## src/rtl/ysyx_22050710_lsu.sv

```systemverilog
// Load/store unit: one EXU result per transaction, memory access over a req/resp handshake, aligned/extended write-back data to the WBU.
// Optional macro LSU_MISALIGN_CHECK_EN: suppress misaligned accesses and flag them on o_misalign.
module ysyx_22050710_lsu #(
  parameter int GPRADDR_WIDTH = 5,
  parameter int DATA_WIDTH    = 64,
  parameter int ADDR_WIDTH    = 64
) (
  input  logic                     i_clk,
  input  logic                     i_rst,
  input  logic                     i_valid,
  output logic                     o_ready,
  input  logic [DATA_WIDTH-1:0]    i_alu_result,
  input  logic [DATA_WIDTH-1:0]    i_store_data,
  input  logic                     i_mem_ren,
  input  logic                     i_mem_wen,
  input  logic [2:0]               i_funct3,
  input  logic                     i_rf_wen,
  input  logic [GPRADDR_WIDTH-1:0] i_rf_waddr,
  output logic                     o_mem_valid,
  input  logic                     i_mem_ready,
  output logic [ADDR_WIDTH-1:0]    o_mem_addr,
  output logic                     o_mem_wen,
  output logic [DATA_WIDTH-1:0]    o_mem_wdata,
  output logic [7:0]               o_mem_wmask,
  input  logic                     i_mem_rvalid,
  input  logic [DATA_WIDTH-1:0]    i_mem_rdata,
  output logic                     o_valid,
  output logic                     o_rf_wen,
  output logic [GPRADDR_WIDTH-1:0] o_rf_waddr,
  output logic [DATA_WIDTH-1:0]    o_rf_wdata
`ifdef LSU_MISALIGN_CHECK_EN
  ,
  output logic                     o_misalign
`endif
);

  // Handshake: a request is transferred on a cycle where o_mem_valid and
  // i_mem_ready are both high; read data is taken only when i_mem_rvalid is
  // high in WAIT or together with the accept of a load in REQ.
  typedef enum logic [1:0] {IDLE, REQ, WAIT, RESP} state_e;

  state_e                   state_q, state_d;
  logic [ADDR_WIDTH-1:0]    addr_q, addr_d;
  logic                     mem_wen_q, mem_wen_d;
  logic [DATA_WIDTH-1:0]    wdata_q, wdata_d;
  logic [7:0]               wmask_q, wmask_d;
  logic [2:0]               funct3_q, funct3_d;
  logic                     rf_wen_q, rf_wen_d;
  logic [GPRADDR_WIDTH-1:0] rf_waddr_q, rf_waddr_d;
  logic [DATA_WIDTH-1:0]    rf_wdata_q, rf_wdata_d;

  logic [2:0]               in_off;
  logic [7:0]               size_mask;
  logic [7:0]               lane_mask;
  logic [DATA_WIDTH-1:0]    lane_wdata;
  logic                     is_mem, is_store;
  logic [DATA_WIDTH-1:0]    rd_shifted;
  logic [DATA_WIDTH-1:0]    load_ext;

  assign in_off     = i_alu_result[2:0];
  assign is_mem     = i_mem_ren | i_mem_wen;
  // A load wins when both ren and wen are set.
  assign is_store   = i_mem_wen & ~i_mem_ren;
  assign lane_mask  = size_mask << in_off;
  assign lane_wdata = i_store_data << {in_off, 3'b000};
  assign rd_shifted = i_mem_rdata >> {addr_q[2:0], 3'b000};

  always_comb begin
    size_mask = 8'h01;
    case (i_funct3[1:0])
      2'b00:   size_mask = 8'h01;
      2'b01:   size_mask = 8'h03;
      2'b10:   size_mask = 8'h0f;
      default: size_mask = 8'hff;
    endcase
  end

  always_comb begin
    load_ext = rd_shifted;
    case (funct3_q)
      3'b000:  load_ext = {{(DATA_WIDTH-8){rd_shifted[7]}},   rd_shifted[7:0]};
      3'b001:  load_ext = {{(DATA_WIDTH-16){rd_shifted[15]}}, rd_shifted[15:0]};
      3'b010:  load_ext = {{(DATA_WIDTH-32){rd_shifted[31]}}, rd_shifted[31:0]};
      3'b100:  load_ext = {{(DATA_WIDTH-8){1'b0}},  rd_shifted[7:0]};
      3'b101:  load_ext = {{(DATA_WIDTH-16){1'b0}}, rd_shifted[15:0]};
      3'b110:  load_ext = {{(DATA_WIDTH-32){1'b0}}, rd_shifted[31:0]};
      default: load_ext = rd_shifted;
    endcase
  end

`ifdef LSU_MISALIGN_CHECK_EN
  logic misalign_q, misalign_d;
  logic misaligned;

  always_comb begin
    misaligned = 1'b0;
    case (i_funct3[1:0])
      2'b00:   misaligned = 1'b0;
      2'b01:   misaligned = in_off[0];
      2'b10:   misaligned = |in_off[1:0];
      default: misaligned = |in_off;
    endcase
  end
`endif

  always_comb begin
    state_d    = state_q;
    addr_d     = addr_q;
    mem_wen_d  = mem_wen_q;
    wdata_d    = wdata_q;
    wmask_d    = wmask_q;
    funct3_d   = funct3_q;
    rf_wen_d   = rf_wen_q;
    rf_waddr_d = rf_waddr_q;
    rf_wdata_d = rf_wdata_q;
`ifdef LSU_MISALIGN_CHECK_EN
    misalign_d = misalign_q;
`endif
    case (state_q)
      IDLE: begin
        if (i_valid) begin
          addr_d     = ADDR_WIDTH'(i_alu_result);
          funct3_d   = i_funct3;
          mem_wen_d  = is_store;
          wmask_d    = is_store ? lane_mask : 8'h00;
          wdata_d    = is_store ? lane_wdata : '0;
          rf_wen_d   = i_rf_wen & ~is_store;
          rf_waddr_d = i_rf_waddr;
          rf_wdata_d = i_alu_result;
          state_d    = is_mem ? REQ : RESP;
`ifdef LSU_MISALIGN_CHECK_EN
          misalign_d = is_mem & misaligned;
          if (is_mem && misaligned) begin
            state_d   = RESP;
            rf_wen_d  = 1'b0;
            mem_wen_d = 1'b0;
            wmask_d   = 8'h00;
          end
`endif
        end
      end
      REQ: begin
        if (i_mem_ready) begin
          if (mem_wen_q) begin
            state_d = RESP;
          end else if (i_mem_rvalid) begin
            rf_wdata_d = load_ext;
            state_d    = RESP;
          end else begin
            state_d = WAIT;
          end
        end
      end
      WAIT: begin
        if (i_mem_rvalid) begin
          rf_wdata_d = load_ext;
          state_d    = RESP;
        end
      end
      default: state_d = IDLE;
    endcase
  end

  always_ff @(posedge i_clk) begin
    if (i_rst) begin
      state_q    <= IDLE;
      addr_q     <= '0;
      mem_wen_q  <= 1'b0;
      wdata_q    <= '0;
      wmask_q    <= 8'h00;
      funct3_q   <= 3'b000;
      rf_wen_q   <= 1'b0;
      rf_waddr_q <= '0;
      rf_wdata_q <= '0;
`ifdef LSU_MISALIGN_CHECK_EN
      misalign_q <= 1'b0;
`endif
    end else begin
      state_q    <= state_d;
      addr_q     <= addr_d;
      mem_wen_q  <= mem_wen_d;
      wdata_q    <= wdata_d;
      wmask_q    <= wmask_d;
      funct3_q   <= funct3_d;
      rf_wen_q   <= rf_wen_d;
      rf_waddr_q <= rf_waddr_d;
      rf_wdata_q <= rf_wdata_d;
`ifdef LSU_MISALIGN_CHECK_EN
      misalign_q <= misalign_d;
`endif
    end
  end

  assign o_ready     = (state_q == IDLE);
  assign o_mem_valid = (state_q == REQ);
  assign o_mem_addr  = addr_q;
  assign o_mem_wen   = mem_wen_q;
  assign o_mem_wdata = wdata_q;
  assign o_mem_wmask = wmask_q;
  assign o_valid     = (state_q == RESP);
  assign o_rf_wen    = rf_wen_q;
  assign o_rf_waddr  = rf_waddr_q;
  assign o_rf_wdata  = rf_wdata_q;
`ifdef LSU_MISALIGN_CHECK_EN
  assign o_misalign  = (state_q == RESP) & misalign_q;
`endif

endmodule

```

## config.mk

```make
export PLATFORM = sky130hd
export DESIGN_NAME = ysyx_22050710_lsu
export DESIGN_NICKNAME = d
export VERILOG_FILES = /design/src/rtl/ysyx_22050710_lsu.sv
export SDC_FILE = /design/constraint.sdc
export NUM_CORES = 1
export LEC_CHECK = 0
export ABC_AREA = 1
export BUFFER_PORTS_ARGS = -buffer_cell sky130_fd_sc_hd__buf_2
export CORE_MARGIN = 4
export CORE_UTILIZATION = 46
export CTS_BUF_LIST = sky130_fd_sc_hd__clkbuf_4 sky130_fd_sc_hd__clkbuf_8 sky130_fd_sc_hd__clkbuf_16
export DETAILED_ROUTE_END_ITERATION = 8
export PLACE_DENSITY = 0.87
export SYNTH_ARGS = -nofsm -noshare
export SYNTH_HDL_FRONTEND = slang
export SYNTH_SLANG_ARGS = --single-unit
```

## constraint.sdc

```tcl
create_clock -name i_clk -period 1.75 [get_ports i_clk]
set_input_delay 0.175 -clock i_clk [delete_from_list [all_inputs] [get_ports i_clk]]
set_output_delay 0.175 -clock i_clk [all_outputs]
set_load 0.05 [all_outputs]
```

# Yosys cells after proc, flatten, opt, wreduce, memory -nomap -nowiden
# Index checks and enable logic that the tools add are counted.
# word_totals
register_bits	212
inputBits	208
# op_classes
bitwise	5
mux	16
n_reduce_logical	7
shift	3
eq_ne	14
# op_table
op	n
one-hot mux 64 bit (6 select lines)	1
2-to-1 mux 64 bit	5
one-hot mux 64 bit (3 select lines)	1
left shift 64 x 6 -> 64 bit	1
>> shifter 64 x 6 -> 64 bit	1
one-hot mux 8 bit (3 select lines)	1
== test 3 bit, second input constant	3
2-to-1 mux 2 bit	4
2-to-1 mux 8 bit	1
left shift 8 x 3 -> 8 bit	1
== test 2 bit, second input constant	3
!= test 2 bit, second input constant	3
one-hot mux 2 bit (3 select lines)	1
== test 2 x 1 -> 1 bit, second input constant	2
logical NOT 2 bit	2
AND reduction 4 bit	1
== test 3 x 1 -> 1 bit, second input constant	1
== test 3 x 2 -> 1 bit, second input constant	1
logical NOT 3 bit	1
AND reduction 3 bit	1
nonzero test 3 bit	1
bitwise AND 1 bit	2
2-to-1 mux 1 bit	2
!= test 2 x 1 -> 1 bit, second input constant	1
3 further kinds	4

# Depth between registers and ports, before layout
# depth
depth_word	6
ltp_mapped	13
ltp_nobuf	10

# Worst setup path after synthesis
# OpenSTA, ideal clock, no wires.
# synth_timing
path_type	flip-flop to flip-flop
startpoint	reg state_q[0]
endpoint	reg rf_wdata_q[57], in the netlist o_rf_wdata[57]
setup_slack_ps	-359
t_required_ps	1628
setup_ps	122
path_stages_with_launch	10
arrival_time_ps	1987
path_buffers	2
cell_sequence	dfxtp_1 > inv_1 > ha_1 > inv_1 > or2_2 > o2111a_1 > buf_2 > clkbuf_1 > o21ai_0 > a21oi_2
# synth_via
elab_chain_len	3
elab_cells_between_ends	9
classes_between	eq/ne (5); mux (1); reduce/logical (3)
# synth_rtl
item	line	text
start: declaration	42	state_e state_q, state_d;
start signal: assignment	179	state_q <= state_d;
logical NOT 2 bit (*)	n/a	
via o_ready	11	output logic o_ready,
!= test 2 bit (no line) or nonzero test 3 bit (tied branches)	n/a	
AND reduction 4 bit (no line)	n/a	
end signal: assignment	187	rf_wdata_q <= rf_wdata_d;
end: declaration	50	logic [DATA_WIDTH-1:0] rf_wdata_q, rf_wdata_d;
# The timed path passes the listed nets; every way through them passes the cells marked *.
# A chain may end at the register's enable or synchronous reset.

# Worst setup path in the final report
# layout_timing
startpoint	reg state_q[0]
endpoint	reg rf_wdata_q[58], in the netlist o_rf_wdata[58]
# layout_via
elab_chain_len	3
elab_cells_between_ends	9
classes_between	eq/ne (5); mux (1); reduce/logical (3)
# layout_rtl
item	line	text
== test 2 x 1 -> 1 bit, or another cell as far along	119	case (state_q)
!= test 2 bit (no line), or another cell as far along	n/a	
AND reduction 4 bit (no line)	n/a	
# Several ways; a longest one is shown, not always the timed one.

==> impl_metrics.json <==
{
  "critPathLaunchType": "flop",
  "switching_share_pct": 50.8,
  "share_seq_of_total_power_pct": 20.9,
  "skew_ps": 12.9,
  "coreArea_um2": 25400,
  "grt-ovfl-total": 0,
  "vdd_drop_max_v": 0.00147,
  "cp_data_arrival_time_ps": 2290,
  "rrSetupSlack_ps": -110,
  "max_freq_ghz": 0.539,
  "antenna_found_initial": 15,
  "status": "finished with violations",
  "dp_cells": 2584,
  "h-tree-depth": 1,
  "synth_top_area_share_pct": 35.5,
  "worstSetupPathType": "reg2reg",
  "area_delta_synth_final_pct": 45.5,
  "rsz0062_at_grt": "yes",
  "relSlewSlack_pct": 48.4,
  "setup_viol": 19,
  "post-route-min-period_ps": 1860,
  "fin_crit_sh_pct": 106,
  "fin_area_um2": 17400,
  "setup_slack_ps": -107,
  "yosysMostFrequentCell": "nand2_1",
  "dp_hpwl_mm": 39.0,
  "die_h_um": 169,
  "gp_routability_congestion": 0.996,
  "layout-drive-gt1-share_pct": 30.5,
  "clkTransAtPathRegs_ps": 60,
  "cts_tree": "yes",
  "clockBufferDepth": 3,
  "cts_root_buffer": "clkbuf_16",
  "dp_slack_ps": -25.1,
  "fin_cells": 2747,
  "synth-edff-count": 0,
  "grt_pass1_vias": 14585,
  "grt_pass1_wl_mm": 81.5,
  "maxCapViolCount": 0,
  "switching_power_mw": 16.4,
  "drc": 0,
  "vias": 16036,
  "cts.sink_count": 212,
  "grt_max_degree": 79,
  "syn_nets": 2085,
  "routedWlPerCell_um": 21.3,
  "grt_usage_pct": 35.4,
  "hold_viol": 0,
  "drt-vias-per-instance": 5.84,
  "drtPass1Iterations": 9,
  "yosys-top-cells-count": "nand2_1 (526), o21ai_0 (232), dfxtp_1 (212)",
  "rows": 58,
  "cts_buffers": 25,
  "min_to": "funct3_q[0]",
  "rr_worst_depth": 11,
  "yosysTopAreaCell": "dfxtp_1",
  "synth.ff_latch_count": 212,
  "synthFlopType": "dfxtp_1",
  "portBuffers": 417,
  "register_area_um2": 4250,
  "hold_class": "in2reg",
  "syn_inst": 1873,
  "synth-seq-area-share_pct": 35.5,
  "synth-warning-count": 0,
  "netlist_top_cells_area": "dfxtp_1 (35%), nand2_1 (17%), o21ai_0 (9.7%)",
  "worstPathMaxFanout": 9,
  "p_int_mw": 15.9,
  "fillers": 2091,
  "wirelength_mm": 58.6,
  "holdPathStages": 3,
  "hp-start": "i_funct3[0]",
  "clkPwrFrac_pct": 17.1,
  "clk_latency_ps": 540,
  "nets": 2598,
  "reg2reg_to": "o_rf_wdata[58]",
  "antenna_left": 0,
  "post_synth.cell_area_avg_um2": 6.38,
  "required_ps": 2180,
  "dieArea_um2": 28600,
  "p_per_area_nw_per_um2": 1850,
  "r2r_start": "state_q[0]",
  "drt-initial-drc-count": 1891,
  "initial_utilization_pct": 47.1,
  "synthArstFlopShare_pct": 0,
  "worst_slew_pin_slew_ps": 774,
  "slew_viol_final": 0,
  "cp-end-kind": "flop",
  "synth.distinct_cells": 38,
  "netlist_area_um2": 12000,
  "placed_area_um2": 15000,
  "pin_count": 418,
  "total_leakage_power_nw": 8.61,
  "die_w_um": 169,
  "multi_input_area_um2": 6890,
  "pwr-share-comb_pct": 62.0,
  "violations": "setup timing"
}
worst max-delay path by stage:
stage | depth (start not counted) | end | start | slack (ps)
final | 11 | o_rf_wdata[58] | state_q[0] | -110
after global routing | 11 | o_rf_wdata[58] | state_q[1] | -130
after detailed placement | 12 | o_rf_wdata[60] | o_mem_addr[0] | -30
after CTS | 9 | o_rf_wdata[54] | state_q[1] | -30
after global placement | 12 | o_mem_wdata[42] | state_q[1] | 6
after floorplan | 9 | o_rf_wdata[60] | state_q[1] | -3
per-stage QoR:
stage	hold slack (ps)	power [mW]	util [%]	TNS, ps
after floorplan	320	18.0	-	-10.3
after global placement	423	22.8	58.9	0
after detailed placement	432	23.1	58.9	-81.0
after CTS	18.7	28.8	65.4	-70.9
after global routing	57.4	33.5	68.5	-2930
final	39.0	32.2	68.5	-362
layout make-up:
class	instances	share of cell area [%]
clock buffer	34	4.20
sequential	212	24.4
timing repair buffer	641	26.3
clock inverter	12	0.762
antenna	12	0.173
tap	330	2.37
inverter	94	2.15
multi-input combinational	1412	39.6
timing repair:
action | CTS | global route
endpoints found under the hold margin | 86 | 0
endpoints found under the setup margin | 26 | 149
resized for setup | 4 | 121
pin swaps | 0 | 15
gates cloned | 0 | 18
hold buffers | 76 | 0
setup buffers | 0 | 11
registers in the layout (all words and copies together), names as in the netlist:
register,flops
o_mem_wmask,8
o_mem_addr,64
funct3_q,3
o_rf_waddr,5
o_mem_wen,1
o_rf_wdata,64
o_rf_wen,1
state_q,2
o_mem_wdata,64
metal layers:
metal	global-route usage (%)	share of wire [%]
met2	59.1	46
met4	19.0	8.0
met5	0	0.050
met3	7.87	11
met1	42.4	35
worst max-delay path, stage by stage (launching register included):
cell       delay (ps)
dfxtp_2           320
inv_2              70
ha_4              150
buf_6              90
inv_2              30
or2_4             230
o2111a_4          170
buf_12            170
buf_12            140
clkbuf_16         170
o21ai_2           160
a21oi_2            40
cell families after synthesis:
kind of cell | share of synthesized area (%)
AO/OA/AOI/OAI | 22.0
buffers and inverters | 8.88
AND/OR/NAND/NOR | 32.2
adder cells (fa/ha/maj) | 0.419
flip-flops | 35.5
multiplexers | 1.00
power by group through the flow:
stage / sequential, mW / combinational, mW / clock (mW)
after floorplan: 10.4 / 7.62 / 0
after global placement: 6.64 / 16.1 / 0
after detailed placement: 6.69 / 16.4 / 0
after CTS: 6.61 / 16.6 / 5.51
after global routing: 6.84 / 20.9 / 5.74
final: 6.73 / 20.0 / 5.51
cells in the final DEF (no fill, tap or decap), types with 9 or more instances in the layout:
master,count
buf_2,415
nand3_1,107
a31oi_1,18
nand3_2,11
dfxtp_1,207
mux2i_1,12
inv_1,80
o211ai_1,9
nor2_1,182
nand4_1,32
o21ai_1,38
o31ai_1,13
buf_12,24
o21ai_2,10
diode_2,12
inv_2,9
nand2_1,518
nand2_2,9
a21oi_2,17
dlygate4sd3_1,76
buf_4,93
a21oi_1,153
or2_2,44
clkbuf_16,36
o21ai_0,181
o21bai_1,11
buf_6,19
No activity file was read; power rests on OpenSTA's default activity.
